File: src/rtl/seq_add16_ctrl_311_pkg.sv
// Shared definitions for the sequential slice adder: controller states and default sizing.
package add_seq_pkg_311;

    localparam int DEFAULT_WIDTH = 16;
    localparam int DEFAULT_SLICE = 4;

    typedef enum logic [1:0] {
        IDLE = 2'd0,
        RUN  = 2'd1,
        DONE = 2'd2
    } state_t;

endpackage

File: src/rtl/seq_add16_ctrl_311_slice.sv
// SLICE-bit ripple-carry adder built from full adders; the single arithmetic unit
// that the controller time-shares across all slices of the operands.
module adder4_slice_311
    import add_seq_pkg_311::*;
#(
    parameter int SLICE = DEFAULT_SLICE
) (
    input  logic [SLICE-1:0] a,
    input  logic [SLICE-1:0] b,
    input  logic             cin,
    output logic [SLICE-1:0] s,
    output logic             cout
);

    logic [SLICE:0] carry;

    // Carry ripples LSB to MSB through one full adder per bit.
    always_comb begin
        carry[0] = cin;
        for (int i = 0; i < SLICE; i++) begin
            s[i]         = a[i] ^ b[i] ^ carry[i];
            carry[i + 1] = (a[i] & b[i]) | (carry[i] & (a[i] ^ b[i]));
        end
        cout = carry[SLICE];
    end

endmodule

File: src/rtl/seq_add16_ctrl_311.sv
// Sequential WIDTH-bit add/subtract unit: one SLICE-bit adder is reused for
// WIDTH/SLICE cycles, with a valid/ready request side and a valid/ready result side.
module seq_add16_ctrl_311
    import add_seq_pkg_311::*;
#(
    parameter int WIDTH = DEFAULT_WIDTH,
    parameter int SLICE = DEFAULT_SLICE
) (
    input  logic             clk,
    input  logic             rst,
    input  logic             in_valid,
    output logic             in_ready,
    input  logic [WIDTH-1:0] a,
    input  logic [WIDTH-1:0] b,
    input  logic             sub,
    output logic             out_valid,
    input  logic             out_ready,
    output logic [WIDTH-1:0] s,
    output logic             cout,
    output logic             ovf
);

    localparam int NSLICE = WIDTH / SLICE;
    localparam int KW     = (NSLICE > 1) ? $clog2(NSLICE) : 1;
    localparam int MSB    = WIDTH - 1;
    localparam logic [KW-1:0] LAST_K = KW'(NSLICE - 1);

    state_t           state_q, state_d;
    logic [KW-1:0]    k_q, k_d;
    logic             carry_q, carry_d;
    logic [WIDTH-1:0] opA_q, opA_d;
    logic [WIDTH-1:0] opB_q, opB_d;
    logic [WIDTH-1:0] sum_q, sum_d;
    logic             cout_q, cout_d;
    logic             ovf_q, ovf_d;

    logic [SLICE-1:0] sliceA, sliceB, sliceSum;
    logic             sliceCout;

    assign sliceA = opA_q[int'(k_q) * SLICE +: SLICE];
    assign sliceB = opB_q[int'(k_q) * SLICE +: SLICE];

    adder4_slice_311 #(
        .SLICE (SLICE)
    ) u_slice (
        .a    (sliceA),
        .b    (sliceB),
        .cin  (carry_q),
        .s    (sliceSum),
        .cout (sliceCout)
    );

    // Subtraction is A + ~B + 1: B is inverted at accept and the carry seeded with sub.
    always_comb begin
        state_d = state_q;
        k_d     = k_q;
        carry_d = carry_q;
        opA_d   = opA_q;
        opB_d   = opB_q;
        sum_d   = sum_q;
        cout_d  = cout_q;
        ovf_d   = ovf_q;
        case (state_q)
            IDLE: begin
                if (in_valid) begin
                    opA_d   = a;
                    opB_d   = sub ? ~b : b;
                    carry_d = sub;
                    k_d     = '0;
                    state_d = RUN;
                end
            end
            RUN: begin
                sum_d[int'(k_q) * SLICE +: SLICE] = sliceSum;
                carry_d = sliceCout;
                k_d     = k_q + 1'b1;
                if (k_q == LAST_K) begin
                    k_d     = '0;
                    cout_d  = sliceCout;
                    ovf_d   = (opA_q[MSB] == opB_q[MSB]) && (sliceSum[SLICE-1] != opA_q[MSB]);
                    state_d = DONE;
                end
            end
            DONE: begin
                if (out_ready) begin
                    state_d = IDLE;
                end
            end
            default: state_d = IDLE;
        endcase
    end

    always_ff @(posedge clk) begin
        if (rst) begin
            state_q <= IDLE;
            k_q     <= '0;
            carry_q <= 1'b0;
            opA_q   <= '0;
            opB_q   <= '0;
            sum_q   <= '0;
            cout_q  <= 1'b0;
            ovf_q   <= 1'b0;
        end else begin
            state_q <= state_d;
            k_q     <= k_d;
            carry_q <= carry_d;
            opA_q   <= opA_d;
            opB_q   <= opB_d;
            sum_q   <= sum_d;
            cout_q  <= cout_d;
            ovf_q   <= ovf_d;
        end
    end

    assign in_ready  = (state_q == IDLE);
    assign out_valid = (state_q == DONE);
    assign s         = sum_q;
    assign cout      = cout_q;
    assign ovf       = ovf_q;

endmodule

File: config.mk
export PLATFORM = sky130hd
export DESIGN_NAME = seq_add16_ctrl_311
export DESIGN_NICKNAME = d
export VERILOG_FILES = /design/src/rtl/seq_add16_ctrl_311_pkg.sv /design/src/rtl/seq_add16_ctrl_311_slice.sv /design/src/rtl/seq_add16_ctrl_311.sv
export SDC_FILE = /design/constraint.sdc
export NUM_CORES = 1
export LEC_CHECK = 0
export CAP_MARGIN = 20
export CORE_MARGIN = 10
export CORE_UTILIZATION = 30
export CTS_BUF_LIST = sky130_fd_sc_hd__clkbuf_8
export CTS_CLUSTER_SIZE = 30
export DETAILED_ROUTE_END_ITERATION = 10
export GPL_TIMING_DRIVEN = 0
export HOLD_SLACK_MARGIN = 0.05
export PLACE_DENSITY = 0.5
export SYNTH_ARGS = -nofsm -noshare
export SYNTH_HDL_FRONTEND = slang
export SYNTH_HIERARCHICAL = 1
export SYNTH_SLANG_ARGS = --single-unit
File: constraint.sdc
create_clock -name clk -period 6.9 [get_ports clk]
set_input_delay 1.38 -clock clk [delete_from_list [all_inputs] [get_ports clk]]
set_output_delay 1.38 -clock clk [all_outputs]
set_load 0.01 [all_outputs]
Word-level counts from Yosys, hierarchy flattened. Cells that the tools add are included.

Logic and storage cells: 61. Input port bits: 37. Flip-flop bits (word level): 55.

Muxes and demuxes: 11. Reductions and logical operators: 7. Bitwise gates (word level): 21. Shift-type cells: 4. Add/sub/neg operators: 2. Equal/unequal tests: 8.

Operators by type and width (number): negator 4 -> 33 bit (1); variable shift 4 x 33 -> 16 bit, first input constant (1); indexed part select 4 x 33 -> 16 bit (1); indexed part select 16 x 5 -> 4 bit (2); bitwise mux 16 bit (1); 2-to-1 mux 16 bit (1); NOT 16 bit (1); 2-to-1 mux 2 bit (5); bitwise AND 1 bit (8); XOR 1 bit (8); one-hot mux 2 bit (3 select lines) (1); AND reduction 2 bit (3); equality test 2 bit, second input constant (2); != test 2 bit, second input constant (2); OR 1 bit (4); one-hot mux 2 bit (2 select lines) (1); AND reduction 3 bit (1); adder 2 x 1 -> 2 bit, second input constant (1); equality test 2 x 1 -> 1 bit, second input constant (1); zero test 2 bit (1); != test 2 x 1 -> 1 bit, second input constant (1); one-hot mux 1 bit (2 select lines) (1); nonzero test 2 bit (1); equality test 1 bit (1); other kinds (3) (3).

Longest topological paths before layout. Gate-level depths: netlist (run 1).

Word-level depth: 11. Depth in mapped cells: 13. Mapped depth without buffers: 12.

Cells and area by module. Netlist (run 1), hierarchy kept.

Modules (own cells, without submodules): seq_add16_ctrl_311 (cells each 275, area an instance 2518.7 um2, instances 1, sequential area each 1101.1 um2); adder4_slice_311 (cells each 14, area an instance 117.6 um2, instances 1, sequential area each 0.0 um2).

Least setup slack after synthesis (run 1). No wires, ideal clock.

Path type: reg2reg. From: reg k_q[0]. To: reg ovf_q (netlist: ovf). Setup time: 0.086 ns. Data required time: 6.814 ns. Arrival: 3.030 ns. Slack: 3.784 ns. Cell stages (with the launch flop): 13. Buffers on the path: 1. Path through: dfxtp_1 > buf_6 > mux4_2 > fa_1 > inv_1 > fa_1 > inv_1 > fa_1 > inv_1 > fa_1 > inv_1 > a21oi_1 > a211oi_1.

Longest elaborated chain between the ends: 11. Elaborated cells on any way between the ends: 20.

Ends and longest elaborated chain: start: declaration (line seq_add16_ctrl_311.sv:29) `logic [KW-1:0] k_q, k_d;`; start signal: assignment (line seq_add16_ctrl_311.sv:105) `k_q <= k_d;`; indexed part select 16 x 5 -> 4 bit * (line seq_add16_ctrl_311.sv:40) `assign sliceA = opA_q[int'(k_q) * SLICE +: SLICE];`; net sliceA[0] (line seq_add16_ctrl_311.sv:37) `logic [SLICE-1:0] sliceA, sliceB, sliceSum;`; XOR 1 bit (line seq_add16_ctrl_311_slice.sv:22) `carry[i + 1] = (a[i] & b[i]) | (carry[i] & (a[i] ^ b[i]));`; bitwise AND 1 bit (line seq_add16_ctrl_311_slice.sv:22); OR 1 bit * (line seq_add16_ctrl_311_slice.sv:22); bitwise AND 1 bit * (line seq_add16_ctrl_311_slice.sv:22); OR 1 bit * (line seq_add16_ctrl_311_slice.sv:22); bitwise AND 1 bit * (line seq_add16_ctrl_311_slice.sv:22); OR 1 bit * (line seq_add16_ctrl_311_slice.sv:22); XOR 1 bit * (line seq_add16_ctrl_311_slice.sv:21) `s[i] = a[i] ^ b[i] ^ carry[i];`; net sliceSum[3] (line seq_add16_ctrl_311.sv:37); != test 1 bit * (line seq_add16_ctrl_311.sv:80) `ovf_d = (opA_q[MSB] == opB_q[MSB]) && (sliceSum[SLICE-1] != opA_q[MSB]);`; logical AND 1 bit * (line seq_add16_ctrl_311.sv:80); end signal: assignment (line seq_add16_ctrl_311.sv:111) `ovf_q <= ovf_d;`; end: declaration (line seq_add16_ctrl_311.sv:35) `logic ovf_q, ovf_d;`.

The timed path passes the listed nets; every way through them passes the cells marked *. A chain may end at the register's enable or synchronous reset.

Worst setup path after layout (run 1). Ends and elaborated chain as after synthesis.

==> results.py, run 1 <==
metrics = {
    "synthesis": {
        "synth_edf_count": 0,
        "async_flop_share_pct": 0,
        "synth_area_um2": 2636,
        "yosysSeqAreaShare_pct": 41.77,
        "ys_types": 32,
        "ys.flop_type": "dfxtp_1",
        "yosysTopAreaCell": "dfxtp_1",
        "synth.area.top_cells": "dfxtp_1, nand2_1, a21oi_1, mux4_2, xnor2_1",
        "synth_top_area_share_pct": 41.77,
        "ys_warn_count": 6,
        "synth_fp_nets": 335,
        "avgSynthCellArea_um2": 9.122,
        "yosys_register_bits": 55,
        "syn_inst": 289,
    },
    "timing": {
        "rsz0062_at_grt": "false",
        "fin_tns_setup_ns": 0,
        "setup-violations-final": 0,
        "min_period_ns": 3.498,
        "worst_slack_ns": 3.402,
        "worst_slew_pin_slew_ns": 0.6550,
        "drv_slew": 0,
        "skew_ns": 0.003473,
        "period_share_pct": 50.70,
        "fmax_mhz": 285.9,
        "slew_headroom_pct": 56.33,
        "hold_viol": 0,
    },
    "power": {
        "leakage_uw": 0.001204,
        "powerDensity_nw_per_um2": 190.9,
        "ir_drop_v": 0.00007743,
        "total_power_uw": 650.8,
    },
    "cts": {
        "clkSlewWorstSetupHoldPaths_ns": 0.09,
        "cts_hold_buf": 0,
        "insertion_delay_ns": 0.30,
        "root_buffer": "clkbuf_8",
        "htree_levels": 2,
        "cts_resized": 0,
        "cts_buffers": 5,
        "clockBufferDepth": 2,
        "cts_tree": "yes",
        "clkSinkCount": 55,
        "postCtsSetupRepairBufs": 0,
    },
    "grt": {
        "grt_antenna_before_repair": 0,
        "grt_first_pass_wirelength_um": 11030,
        "overflow": 0,
        "grt_util_all_layers_pct": 10.40,
        "grt_max_degree": 16,
        "grt_pass1_vias": 2259,
    },
    "outcome": {
        "status": "finished, final reports clean",
    },
    "worst_setup_path": {
        "crit_type": "reg2reg",
        "crit_start": "k_q[0]",
        "r2r-end": "ovf",
        "reg2reg_depth": 12,
        "r2r_slack_ns": 3.40,
        "cp_data_arrival_time_ns": 3.72,
        "slowest_delay_ns": 0.58,
        "critPathMaxFanout": 10,
        "cp_cell_sequence": "buf_6 -> mux4_2 -> fa_1 -> inv_1 -> fa_1 -> inv_1 -> fa_1 -> inv_1 -> fa_1 -> inv_1 -> a21oi_1 -> a211oi_1",
        "endpoint": "ovf",
        "critPathCaptureType": "register",
        "critPathSlowestCell": "dfxtp_1",
        "r2r_start": "k_q[0]",
        "start_kind": "register",
        "worstPathRequired_ns": 7.12,
    },
    "min_path": {
        "hold_path.class": "reg2reg",
    },
    "drt": {
        "ant_nets": 0,
        "routed-via-count": 2140,
        "drt_iter0_drc": 45,
        "drcViolationCount": 0,
        "drt_pass1_iterations": 4,
        "drt-wirelength-per-cell_um": 14.47,
        "routed_wl_um": 6643,
        "vias_per_cell": 4.662,
    },
    "floorplan": {
        "dieWidth_um": 113.7,
        "dieHeight_um": 113.7,
        "core_um2": 8636,
        "dieArea_um2": 12940,
        "ioPinCount": 57,
        "start_util_pct": 30.53,
        "rows": 34,
    },
    "place": {
        "io_buffers": 55,
        "dp_hpwl_um": 5188,
        "place_congestion": 0.7897,
        "dpl_worst_slack_ns": 3.377,
    },
    "final_layout": {
        "nets": 397,
        "syn_to_final_growth_pct": 29.33,
        "mostFrequentLayoutCells": "dfxtp_1, clkdlybuf4s50_1, nand2_1, a21oi_1, nor2_1",
        "drive_above_1_share_pct": 8.832,
        "antenna_cells": 0,
    },
    "run": {
        "maxCapViolCount": 0,
    },
}
flip-flops by register name, summed over array words and instances, names as in the netlist:
register and cells:
cout 1, carry_q 1, ovf 1, k_q 2
s 16, opA_q 16, opB_q 16, state_q 2
cells in the mapped netlist, types with 2 or more instances:
cell type  instances
nand3b_1           5
buf_6              2
o32ai_1            4
nor3b_2            2
and3b_1            4
nor2b_1            2
clkbuf_1           5
nor4b_2            2
mux4_2             7
a211oi_1          17
inv_1             18
ha_1               5
xnor2_1           16
fa_1               4
dfxtp_1           55
buf_4              4
nand2_1           47
nand3_1           12
nand2b_1           5
nor2_1            21
a21oi_1           34
buf_1              2
buf_2              7
layer usage:
layer	track usage, %	vias up	routed length, um
li1	-	1107	-
met1	12.28	989	2996
met2	17.79	39	3245
met3	3.202	5	336
met4	2.792	0	63
met5	0	-	0
worst min path at each step:
stage                         start         to  slack (ns)  cells after the start
final                          s[4]       s[4]        0.46                      2
after global routing           s[7]       s[7]        0.48                      2
after CTS                      s[4]       s[4]        0.46                      2
after detailed placement       s[4]       s[4]        0.45                      2
after global placement    opA_q[14]  opA_q[14]        0.44                      2
after floorplan           opA_q[10]  opA_q[10]        0.43                      2
cells by family (layout without fill, tap and decap cells):
family | count (synthesis) | count (layout) | share of synthesized area (%)
buf+inv | 38 | 100 | 6.882
simple gates | 104 | 104 | 19.79
fa+ha+maj | 9 | 9 | 5.411
mux | 9 | 9 | 7.357
xor+xnor | 16 | 16 | 5.315
flops | 55 | 55 | 41.77
compound gates | 58 | 58 | 13.48
worst max-delay path, delay by kind of cell, from the launching register on:
kind | cells | cell delay [ns]
adder cells (fa/ha/maj) | 4 | 1.32
AO/OA/AOI/OAI | 2 | 0.33
flip-flops | 1 | 0.58
multiplexers | 1 | 0.54
buffers and inverters | 5 | 0.63
metrics by stage:
step / util (%) / hold slack (ns) / instance area [um2] / instances
final: 39.48 / 0.4557 / 3410 / 459
after global routing: 39.48 / 0.4809 / 3410 / 459
after CTS: 39.48 / 0.4608 / 3410 / 459
after detailed placement: 38.47 / 0.4466 / 3322 / 452
after global placement: 38.47 / 0.4421 / 3322 / 452
after floorplan: - / 0.4331 / 2636 / 289
cell type report:
| type | count | area (um2) |
|---|---|---|
| flip-flops and latches | 55 | 1101 |
| plain buffers | 20 | 113.9 |
| fillers | 907 | 5226 |
| well taps | 108 | 135.1 |
| multi-input cells | 196 | 1354 |
| clock inverters | 1 | 5.005 |
| clock buffers | 6 | 82.58 |
| repair buffers | 55 | 550.5 |
| inverters | 18 | 67.56 |
power by group:
| part | switching, uW | internal (uW) | total, uW |
|---|---|---|---|
| Sequential | 10.4 | 334 | 344 |
| Clock | 102 | 79.1 | 181 |
| Combinational | 62.7 | 62.6 | 125 |
(Power assumes the default switching activity.)
==> inputs of run 2 (changes only) <==
- clock period: 6.9 -> 3.4 ns (I/O delays scaled with it)
==> results.py, run 2 (same netlist as run 1, synthesis figures left out) <==
metrics = {
    "final_layout": {
        "fin_cells": 459,
        "syn_to_final_growth_pct": 29.66,
        "mostFrequentLayoutCells": "clkdlybuf4s50_1, dfxtp_1, nand2_1, a21oi_1, nor2_1",
        "fill_cells": 904,
        "nets": 397,
        "drive_above_1_share_pct": 9.687,
        "final_common_cell": "clkdlybuf4s50_1",
        "antenna_cells": 0,
    },
    "power": {
        "p_int_uw": 966.5,
        "clockPowerShare_pct": 27.7,
        "switching_share_pct": 26.81,
        "power_switching_uw": 354.1,
        "ir_drop_v": 0.0001573,
        "powerDensity_nw_per_um2": 386.3,
        "leakage_uw": 0.001207,
        "seqPwrFrac_pct": 52.9,
        "comb_power_share_pct": 19.4,
    },
    "floorplan": {
        "core_um2": 8636,
        "start_util_pct": 30.53,
        "dieArea_um2": 12940,
        "dieHeight_um": 113.7,
        "ioPinCount": 57,
        "rows": 34,
        "dieWidth_um": 113.7,
    },
    "worst_setup_path": {
        "start_kind": "register",
        "critPathCaptureType": "register",
        "cp_cell_sequence": "buf_8 -> mux4_2 -> fa_1 -> inv_1 -> fa_1 -> inv_1 -> fa_1 -> inv_1 -> fa_1 -> inv_2 -> a21oi_1 -> a211oi_1",
        "critPathMaxFanout": 10,
        "critPathSlowestCell": "mux4_2",
        "worstPathRequired_ns": 3.63,
        "slowest_delay_ns": 0.53,
        "r2r_start": "k_q[0]",
        "r2r_slack_ns": 0.19,
        "cp_data_arrival_time_ns": 3.43,
        "cp_common_cell": "fa_1",
        "r2r-end": "ovf",
        "crit_buf_inv": 5,
        "reg2reg_depth": 12,
        "crit_family": "adder cells",
        "crit_type": "reg2reg",
    },
    "drt": {
        "routed-via-count": 2145,
        "vias_per_cell": 4.673,
        "ant_nets": 0,
        "routed_wl_um": 6654,
        "drt-wirelength-per-cell_um": 14.50,
        "drcViolationCount": 0,
        "drt_iter0_drc": 52,
        "drt_pass1_iterations": 4,
    },
    "place": {
        "place_congestion": 0.7897,
        "io_buffers": 55,
        "dp_cells": 452,
        "dp_hpwl_um": 5188,
    },
    "timing": {
        "setup-violations-final": 0,
        "fmax_mhz": 311.9,
        "slew_headroom_pct": 61.92,
        "worst_slew_pin_slew_ns": 0.5712,
        "period_share_pct": 94.31,
        "hold_viol": 0,
        "fin_tns_setup_ns": 0,
        "rsz0062_at_grt": "false",
        "min_period_ns": 3.207,
        "skew_ns": 0.003726,
        "drv_slew": 0,
    },
    "min_path": {
        "min_path_cells": 2,
        "min_to": "s[4]",
        "hold_path.class": "reg2reg",
        "min_from": "s[4]",
    },
    "grt": {
        "grt_util_all_layers_pct": 10.40,
        "grt_pass1_vias": 2259,
        "grt_antenna_before_repair": 0,
        "grt_max_degree": 16,
        "grt_first_pass_wirelength_um": 11030,
        "overflow": 0,
    },
    "run": {
        "maxCapViolCount": 0,
    },
    "outcome": {
        "status": "finished, final reports clean",
    },
    "cts": {
        "clkSlewWorstSetupHoldPaths_ns": 0.09,
        "root_buffer": "clkbuf_8",
        "clockBufferDepth": 2,
        "cts_hold_buf": 0,
        "postCtsSetupRepairBufs": 0,
        "clkSinkCount": 55,
        "cts_tree": "yes",
        "htree_levels": 2,
        "cts_buffers": 5,
        "insertion_delay_ns": 0.30,
    },
}
run 2: metrics by stage:
step / setup WS, ns / power, uW / hold WS (ns) / cell area [um2] / util, %
floorplan: 0.2842 / 867.0 / 0.4331 / 2636 / -
global placement: -0.09953 / 969.9 / 0.4421 / 3322 / 38.47
detailed placement: -0.1228 / 973.4 / 0.4466 / 3322 / 38.47
CTS: 0.07407 / 1341 / 0.4608 / 3412 / 39.51
global route: 0.01737 / 1393 / 0.4809 / 3418 / 39.58
finish: 0.1933 / 1321 / 0.4558 / 3418 / 39.58
run 2: per-layer routing:
layer,vias to the layer above,track usage (%),routed length (um)
met3,7,3.202,350
met5,-,0,0
met4,0,2.792,70
met1,987,12.28,3026
met2,43,17.79,3206
li1,1108,-,-
run 2: layout make-up:
cell class,count,area [um2],area share [%]
Multi-Input combinational cell,196,1354,39.60
Timing Repair Buffer,55,550.5,16.11
Buffer,20,118.9,3.477
Clock buffer,6,82.58,2.416
Tap cell,108,135.1,3.953
Clock inverter,1,5.005,0.1464
Inverter,18,67.56,1.977
Sequential cell,55,1105,32.32
run 2: worst min-delay path, delay by kind of cell, from the launching register on:
family	cells	cell delay (ns)
compound gates	1	0.05
flops	1	0.32
simple gates	1	0.05
run 2: worst max-delay path by stage:
stage | start | end | slack, ns | depth (start not counted)
after floorplan | k_q[0] | ovf | 0.28 | 12
after global placement | k_q[0] | ovf | -0.1 | 12
after detailed placement | k_q[0] | ovf | -0.12 | 12
after CTS | k_q[0] | ovf | 0.07 | 12
after global routing | k_q[0] | ovf | 0.02 | 12
final | k_q[0] | ovf | 0.19 | 12
run 2: power groups by stage:
stage	combinational, uW	clock (uW)	sequential [uW]
6_report	256	366	699
5_1_grt	286	404	703
4_1_cts	260	381	700
3_5_place_dp	259	0	715
3_3_place_gp	256	0	714
2_1_floorplan	158	0	709
run 2: timing repair:
item / 4_1_cts / 5_1_grt
setup endpoints to repair: 5 / 1
gates cloned: 0 / 0
gates resized for setup: 3 / 2
